[config.mk]
export PLATFORM = sky130hd
export DESIGN_NAME = pipe_reg_file
export DESIGN_NICKNAME = d
export VERILOG_FILES = /design/src/rtl/pipe_reg_file.sv
export SDC_FILE = /design/constraint.sdc
export NUM_CORES = 2
export LEC_CHECK = 0
export CORE_ASPECT_RATIO = 0.75
export CORE_MARGIN = 10
export CORE_UTILIZATION = 45
export CTS_BUF_LIST = sky130_fd_sc_hd__clkbuf_4 sky130_fd_sc_hd__clkbuf_8 sky130_fd_sc_hd__clkbuf_16
export CTS_CLUSTER_SIZE = 30
export DETAILED_ROUTE_END_ITERATION = 8
export HOLD_SLACK_MARGIN = 0.06
export SLEW_MARGIN = 10
export SYNTH_ARGS = -nofsm -noshare
export SYNTH_HDL_FRONTEND = slang
export SYNTH_SLANG_ARGS = --single-unit
[constraint.sdc]
create_clock -name clk -period 6.51 [get_ports clk]
set_clock_uncertainty 0.05 [all_clocks]
set_input_delay 1.6275 -clock clk [delete_from_list [all_inputs] [get_ports clk]]
set_output_delay 1.6275 -clock clk [all_outputs]
set_load 0.05 [all_outputs]
[src/rtl/pipe_reg_file.sv]
// Register file with byte-enabled write-back, optional same-cycle forwarding,
// and a per-register busy scoreboard that flags read-after-write hazards.
module pipe_reg_file #(
  parameter int REG_FILE_ADDR_WIDTH = 5,
  parameter int DATA_WIDTH          = 32,
  parameter int BYPASS              = 1
) (
  input  logic                                clk,
  input  logic                                rst_n,
  input  logic                                WE3,
  input  logic [DATA_WIDTH/8-1:0]             WBE3,
  input  logic [REG_FILE_ADDR_WIDTH-1:0]      AD3,
  input  logic [DATA_WIDTH-1:0]               WD3,
  input  logic [REG_FILE_ADDR_WIDTH-1:0]      AD1,
  input  logic [REG_FILE_ADDR_WIDTH-1:0]      AD2,
  input  logic                                use1,
  input  logic                                use2,
  input  logic                                issue_en,
  input  logic [REG_FILE_ADDR_WIDTH-1:0]      issue_rd,
  input  logic [REG_FILE_ADDR_WIDTH-1:0]      dbg_addr,
  output logic signed [DATA_WIDTH-1:0]        RD1,
  output logic signed [DATA_WIDTH-1:0]        RD2,
  output logic [DATA_WIDTH-1:0]               dbg_data,
  output logic                                hazard,
  output logic [REG_FILE_ADDR_WIDTH:0]        busy_count
);

  localparam int DEPTH  = 1 << REG_FILE_ADDR_WIDTH;
  localparam int NBYTES = DATA_WIDTH / 8;
  localparam logic [REG_FILE_ADDR_WIDTH-1:0] ZERO_IDX = '0;

  logic [DATA_WIDTH-1:0]        regs [DEPTH];
  logic [DEPTH-1:0]             busy;
  logic [DEPTH-1:0]             busy_nxt;
  logic [DATA_WIDTH-1:0]        wmask;
  logic [REG_FILE_ADDR_WIDTH:0] pop_nxt;
  logic                         wr_en;
  logic                         iss_en;
  logic                         hit1;
  logic                         hit2;
  logic                         fwd1;
  logic                         fwd2;

  assign wr_en  = WE3 && (AD3 != ZERO_IDX);
  assign iss_en = issue_en && (issue_rd != ZERO_IDX);

  always_comb begin
    wmask = '0;
    for (int i = 0; i < NBYTES; i++) begin
      wmask[i*8 +: 8] = {8{WBE3[i]}};
    end
  end

  // Register 0 is never written, so plain indexed reads already return zero for it.
  assign hit1 = (BYPASS != 0) && wr_en && (AD3 == AD1);
  assign hit2 = (BYPASS != 0) && wr_en && (AD3 == AD2);
  assign fwd1 = hit1 && (&WBE3);
  assign fwd2 = hit2 && (&WBE3);

  assign RD1      = hit1 ? ((regs[AD1] & ~wmask) | (WD3 & wmask)) : regs[AD1];
  assign RD2      = hit2 ? ((regs[AD2] & ~wmask) | (WD3 & wmask)) : regs[AD2];
  assign dbg_data = regs[dbg_addr];

  // A partial write-back is not forwarded, so the consumer must still stall on it.
  assign hazard = (use1 && busy[AD1] && !fwd1) || (use2 && busy[AD2] && !fwd2);

  // Clear before set so a new producer issuing on the write-back cycle keeps the bit.
  always_comb begin
    busy_nxt = busy;
    if (wr_en)  busy_nxt[AD3]      = 1'b0;
    if (iss_en) busy_nxt[issue_rd] = 1'b1;
    busy_nxt[0] = 1'b0;
  end

  always_comb begin
    pop_nxt = '0;
    for (int i = 0; i < DEPTH; i++) begin
      pop_nxt = pop_nxt + {{REG_FILE_ADDR_WIDTH{1'b0}}, busy_nxt[i]};
    end
  end

  always_ff @(posedge clk or negedge rst_n) begin
    if (!rst_n) begin
      for (int i = 0; i < DEPTH; i++) begin
        regs[i] <= '0;
      end
    end else if (wr_en) begin
      regs[AD3] <= (regs[AD3] & ~wmask) | (WD3 & wmask);
    end
  end

  always_ff @(posedge clk or negedge rst_n) begin
    if (!rst_n) begin
      busy       <= '0;
      busy_count <= '0;
    end else begin
      busy       <= busy_nxt;
      busy_count <= pop_nxt;
    end
  end

endmodule

After elaboration in Yosys (flattened, before gate mapping)

Index checks and enable logic that the tools add are counted.

Bitwise logic cells: 15
Equality and inequality tests: 2
Order comparisons: 11
$add $sub $neg: 30
Multiplexer cells: 27
Reduce and logical (&&, ||, !) cells: 19

Operator list:

| operator                                                               | number |
|---|---|
| 1024-bit bitwise mux                                                   | 1 |
| 32-bit binary-select mux with 5-bit select                             | 4 |
| 32-bit two-way mux                                                     | 13 |
| 32-bit bitwise AND                                                     | 5 |
| 32-bit demux with 5-bit select                                         | 1 |
| 6-bit by 1-bit adder with 6-bit output                                 | 25 |
| 32-bit bitwise OR                                                      | 4 |
| 32-bit NOT                                                             | 2 |
| 6-bit >= comparator (second input constant)                            | 4 |
| 5-bit by 6-bit < comparator with 1-bit output (second input constant)  | 4 |
| 5-bit NOT with 6-bit output                                            | 4 |
| 1-bit logical AND                                                      | 13 |
| 1-bit binary-select mux with 5-bit select                              | 2 |
| 1-bit demux with 5-bit select                                          | 2 |
| 5-bit == test                                                          | 2 |
| 5-bit by 1-bit >= comparator with 1-bit output (second input constant) | 2 |
| 5-bit nonzero test                                                     | 2 |
| 5-bit by 1-bit adder with 6-bit output                                 | 1 |
| 6-bit by 1-bit < comparator with 1-bit output (second input constant)  | 1 |
| 4-bit by 1-bit adder with 5-bit output                                 | 1 |
| 3-bit by 1-bit adder with 4-bit output                                 | 1 |
| 1-bit two-way mux                                                      | 4 |
| 4-bit AND reduction                                                    | 1 |
| 2-bit by 1-bit adder with 3-bit output                                 | 1 |
| 3 further kinds                                                        | 4 |

Input bits: 67
Register bits after elaboration: 1061

Logic depth before layout (Yosys ltp)

Depth after elaboration: 39
Depth in mapped cells: 26
Mapped depth without buffers: 20

Least setup slack after synthesis

OpenSTA, ideal clock, no wires.

Kind: input -> register
From: input port AD3[0]
To: register busy_count[4]
Library setup time: 80 ps
Path buffers: 5
Path slack: -1346 ps
Arrival time: 7726 ps
Stages: 23
Required time: 6380 ps
Cell sequence: buf_2 > buf_6 > buf_6 > buf_6 > nor4b_4 > nand2_2 > buf_2 > a32o_1 > inv_1 > fa_1 > fa_1 > fa_1 > inv_1 > fa_1 > inv_1 > fa_1 > fa_1 > inv_1 > fa_1 > fa_1 > a21o_1 > a21oi_1 > xnor2_1

RTL lines:

| what                                                                                                                                         | RTL line | RTL |
|---|---|---|
| start, declared                                                                                                                              | 12       | `input logic [REG_FILE_ADDR_WIDTH-1:0] AD3,` |
| 5-bit by 6-bit < comparator with 1-bit output (not written as such) / 5-bit by 1-bit >= comparator with 1-bit output (equally long branches) | 70       | `if (wr_en) busy_nxt[AD3] = 1'b0;` |
| 1-bit logical AND (not written as such)                                                                                                      | 70       |  |
| 1-bit two-way mux (not written as such)                                                                                                      | 70       |  |
| 1-bit demux with 5-bit select                                                                                                                | 70       |  |
| 32-bit NOT (no source line)                                                                                                                  | -        |  |
| 32-bit bitwise AND (no source line)                                                                                                          | -        |  |
| 32-bit two-way mux *                                                                                                                         | 70       |  |
| 32-bit bitwise OR (no source line)                                                                                                           | -        |  |
| 32-bit two-way mux *                                                                                                                         | 71       | `if (iss_en) busy_nxt[issue_rd] = 1'b1;` |
| named net busy_nxt[28]                                                                                                                       | 34       | `logic [DEPTH-1:0] busy_nxt;` |
| 6-bit by 1-bit adder with 6-bit output * (4 in a row)                                                                                        | 78       | `pop_nxt = pop_nxt + {{REG_FILE_ADDR_WIDTH{1'b0}}, busy_nxt[i]};` |
| named net pop_nxt[4]                                                                                                                         | 36       | `logic [REG_FILE_ADDR_WIDTH:0] pop_nxt;` |
| end signal, assigned                                                                                                                         | 98       | `busy_count <= pop_nxt;` |
| end, declared                                                                                                                                | 25       | `output logic [REG_FILE_ADDR_WIDTH:0] busy_count` |

Mark *: on every way through the listed nets, which the timed path passes. The rest lies on a longest branch.
A chain may end at the register's enable or synchronous reset.

Final worst setup path

From: input port AD2[4]
To: output port RD2[14]

Longest elaborated chain between the ends: 7

RTL lines:

| what                                                  | RTL line | RTL |
|---|---|---|
| start, declared                                       | 15       | `input logic [REG_FILE_ADDR_WIDTH-1:0] AD2,` |
| 5-bit NOT with 6-bit output (not written as such)     | 61       | `assign RD2 = hit2 ? ((regs[AD2] & ~wmask) \| (WD3 & wmask)) : regs[AD2];` |
| 32-bit binary-select mux with 5-bit select            | 61       |  |
| 32-bit two-way mux (not written as such) (2 in a row) | 61       |  |
| 32-bit bitwise AND                                    | 61       |  |
| 32-bit bitwise OR                                     | 61       |  |
| 32-bit two-way mux *                                  | 61       |  |
| end, declared                                         | 22       | `output logic signed [DATA_WIDTH-1:0] RD2,` |

Mark *: on every way between the ends. The rest lies on a longest branch, timed or not. The select of a mux whose other input is x is not followed.

==> reports/metrics.yaml <==
die:
  dieHeight_um: 366.1
  core_um2: 158100
  initial_core_util: 0.4546
  rows: 126
  io_pins: 170
  die_w_um: 481.5
  die_area_um2: 176300
finish:
  final_common_cell: "dfrtp_1"
  drive_gt1_frac: 0.4560
  nNetsFinal: 5553
  fin_area_um2: 82340
  areaGrowthSynthToFinish_pct: 14.54
  layout_common_cells: "dfrtp_1 (1061), mux4_2 (949), mux2_2 (735)"
outcome:
  violations: "setup timing"
  status: "finished, violations left"
clocking:
  cts.sinks: 1061
  cts_root_buffer: "clkbuf_16"
  hold_buffers: 0
  cts_tree: "built"
  clkLatencyLatePin_ns: 0.80
  clkSlewWorstSetupHoldPaths_ns: 0.06
  htree_levels: 3
  clockBufferDepth: 3
  cts_buffers: 113
synthesis:
  synth_seq_cells: 1061
  synth_fp_nets: 5496
  syn_area_um2: 71880
  yosysTopAreaCell: "dfrtp_1"
  synth.distinct_cells: 70
  avgSynthCellArea_um2: 13.31
  yosys_warnings: 0
  synth_edf_count: 0
  synthCells: 5399
  ys.flop_type: "dfrtp_1"
  synth_seq_area_share: 0.3694
  synth_area_leaders: "dfrtp_1 (37%), mux4_2 (30%), mux2_2 (12%), mux2i_1 (4.3%), o22ai_1 (2.7%)"
  synth-async-reset-ratio: 1.000
  synth.top_cell.area_share: 0.3694
sta:
  fmax_mhz: 153.4
  hold_viol: 0
  rsz0062_at_grt: "yes"
  period_share: 1.002
  slew_headroom: 0.1695
  worst_slack_ns: -0.01073
  worst_pin_slew_ns: 1.246
  finalMaxSlewViolations: 0
  setup_viol: 1
  fin_crit_ns: 6.521
  holdWs_ns: 0.3847
worst_setup_path:
  required_ns: 4.83
  crit_fanout: 31
  critical_path.endpoint_type: "primary output"
  crit_chain: "clkdlybuf4s50_1 > buf_4 > nor2b_1 > nand2_2 > buf_12 > o22ai_1 > nor4_1 > mux2_2 > buf_4"
  startpoint_type: "input port"
  cpMostUsedCell: "buf_4"
  crit_type: "in2out"
  cpPeakStageDelay_ns: 1.00
  crit_slowest_cell: "nor4_1"
  crit_family: "buffers and inverters"
  worstPathBufferInverterCount: 4
  cp.arrival_ns: 4.84
detailed_routing:
  firstDrtPassIters: 7
  drt-wirelength-per-cell_um: 38.52
  viasPerCell: 7.281
  drcViolationCount: 0
  routed-via-count: 55780
  antenna_left: 0
  routed_wl_mm: 295.1
  drt_iter0_drc: 8188
placement:
  dp_hpwl_mm: 178.3
  portBuffers: 169
  gp_congestion: 0.8852
  dpl_cell_area_um2: 78220
  place_ws_ns: -1.018
power_and_ir_drop:
  leakage_nw: 34.95
  finalPower_w: 0.02612
  powerDensity_nw_per_um2: 317.3
  ir_drop_mv: 1.068
global_routing:
  top_usage_layer: "met2"
  grt_overflow_total: 0
  grt_usage: 0.3266
  use_met1: 0.4360
  antenna_found_initial: 13
  grt_pass1_vias: 54300
  grt_pass1_wl_mm: 416.9
  use_met3: 0.1093
  grtUsageMet2: 0.4687
  grt_max_degree: 153
flow_run:
  maxCapViolations: 0
worst_hold_path:
  hp-class: "reg2reg"
==> cells in the mapped netlist (12+ instances only) <==
| master | instances |
|---|---|
| a211oi_1 | 25 |
| a21oi_1 | 62 |
| a22o_1 | 44 |
| a22oi_1 | 82 |
| a31oi_1 | 19 |
| and2_1 | 12 |
| buf_1 | 28 |
| buf_2 | 263 |
| buf_4 | 24 |
| buf_6 | 12 |
| clkbuf_1 | 303 |
| dfrtp_1 | 1061 |
| fa_1 | 23 |
| inv_1 | 53 |
| mux2_2 | 735 |
| mux2i_1 | 308 |
| mux4_2 | 949 |
| nand2_1 | 429 |
| nand2_2 | 15 |
| nand3_1 | 36 |
| nor2_1 | 28 |
| nor2b_1 | 31 |
| nor4_1 | 50 |
| o21ai_0 | 368 |
| o22ai_1 | 307 |
| or4_1 | 20 |
==> state kept, by name, summed over array words and instances, names as in the netlist <==
register and cells:
busy 31, regs 1024, busy_count 6
==> logic make-up after synthesis <==
kind of cell             synth area share
AO/OA/AOI/OAI                     0.08005
buffers and inverters             0.04285
AND/OR/NAND/NOR                   0.04303
XOR/XNOR                         0.001584
multiplexers                       0.4555
flip-flops                         0.3694
adder cells (fa/ha/maj)          0.007624
==> area by class of cell <==
| cell class | count | area [um^2] |
|---|---|---|
| repair buffers | 572 | 6166 |
| well taps | 2112 | 2643 |
| diodes | 3 | 7.507 |
| flip-flops and latches | 1061 | 26550 |
| multi-input cells | 3653 | 42870 |
| fillers | 13330 | 75790 |
| clock inverters | 45 | 538.0 |
| clock buffers | 160 | 3354 |
| inverters | 55 | 206.4 |
==> what timing repair did <==
action	CTS	global route
gates resized for setup	16	41
setup buffers	7	10
setup endpoints to repair	35	5
pin swaps	5	26
==> worst register-to-register path: stages, from the launching register on <==
cell and delay [ns]:
dfrtp_1 0.41, a22o_4 0.24, fa_1 0.49, inv_2 0.04, fa_1 0.48, fa_1 0.54
inv_2 0.06, fa_1 0.48, inv_1 0.05, fa_1 0.47, fa_1 0.51, inv_1 0.05
fa_2 0.35, fa_2 0.37, a21o_1 0.20, a21oi_2 0.14, xnor2_1 0.12
==> routing by layer <==
layer / up-vias / part of all wire
met3: 1025 / 0.12
met5: - / 0.00027
met1: 29090 / 0.38
met4: 12 / 0.067
met2: 4052 / 0.43
li1: 21600 / -
==> stage by stage <==
stage                     instances   TNS, ns  utilization
after floorplan                5399    -4.414            -
after global placement         7437    -9.026       0.4947
after detailed placement       7437    -8.275       0.4947
after CTS                      7649  -0.01056       0.5197
after global routing           7658   -0.1808       0.5207
final                          7661  -0.01073       0.5207
==> power by group <==
part           total (W)  switching (W)  internal, W
Sequential       0.00947        0.00156      0.00790
Clock            0.00698        0.00297      0.00401
Combinational    0.00968        0.00456      0.00511
Total             0.0261        0.00910       0.0170
==> path summary, 6_finish.rpt <==
| kind | slack, ns | cells after the start | endpoint | startpoint |
|---|---|---|---|---|
| setup / recovery | -0.01 | 9 | RD2[14] | AD2[4] |
| hold / removal | 0.38 | 0 | regs[1003] | regs[1003] |
| setup reg to reg | 1.35 | 16 | busy_count[4] | busy[18] |
| hold reg to reg | 0.38 | 0 | regs[1003] | regs[1003] |
| max in group asynchronous | 4.08 | 2 | regs[174] | rst_n |
| min in group asynchronous | 0.83 | 1 | regs[473] | rst_n |
(Power assumes the default switching activity.)
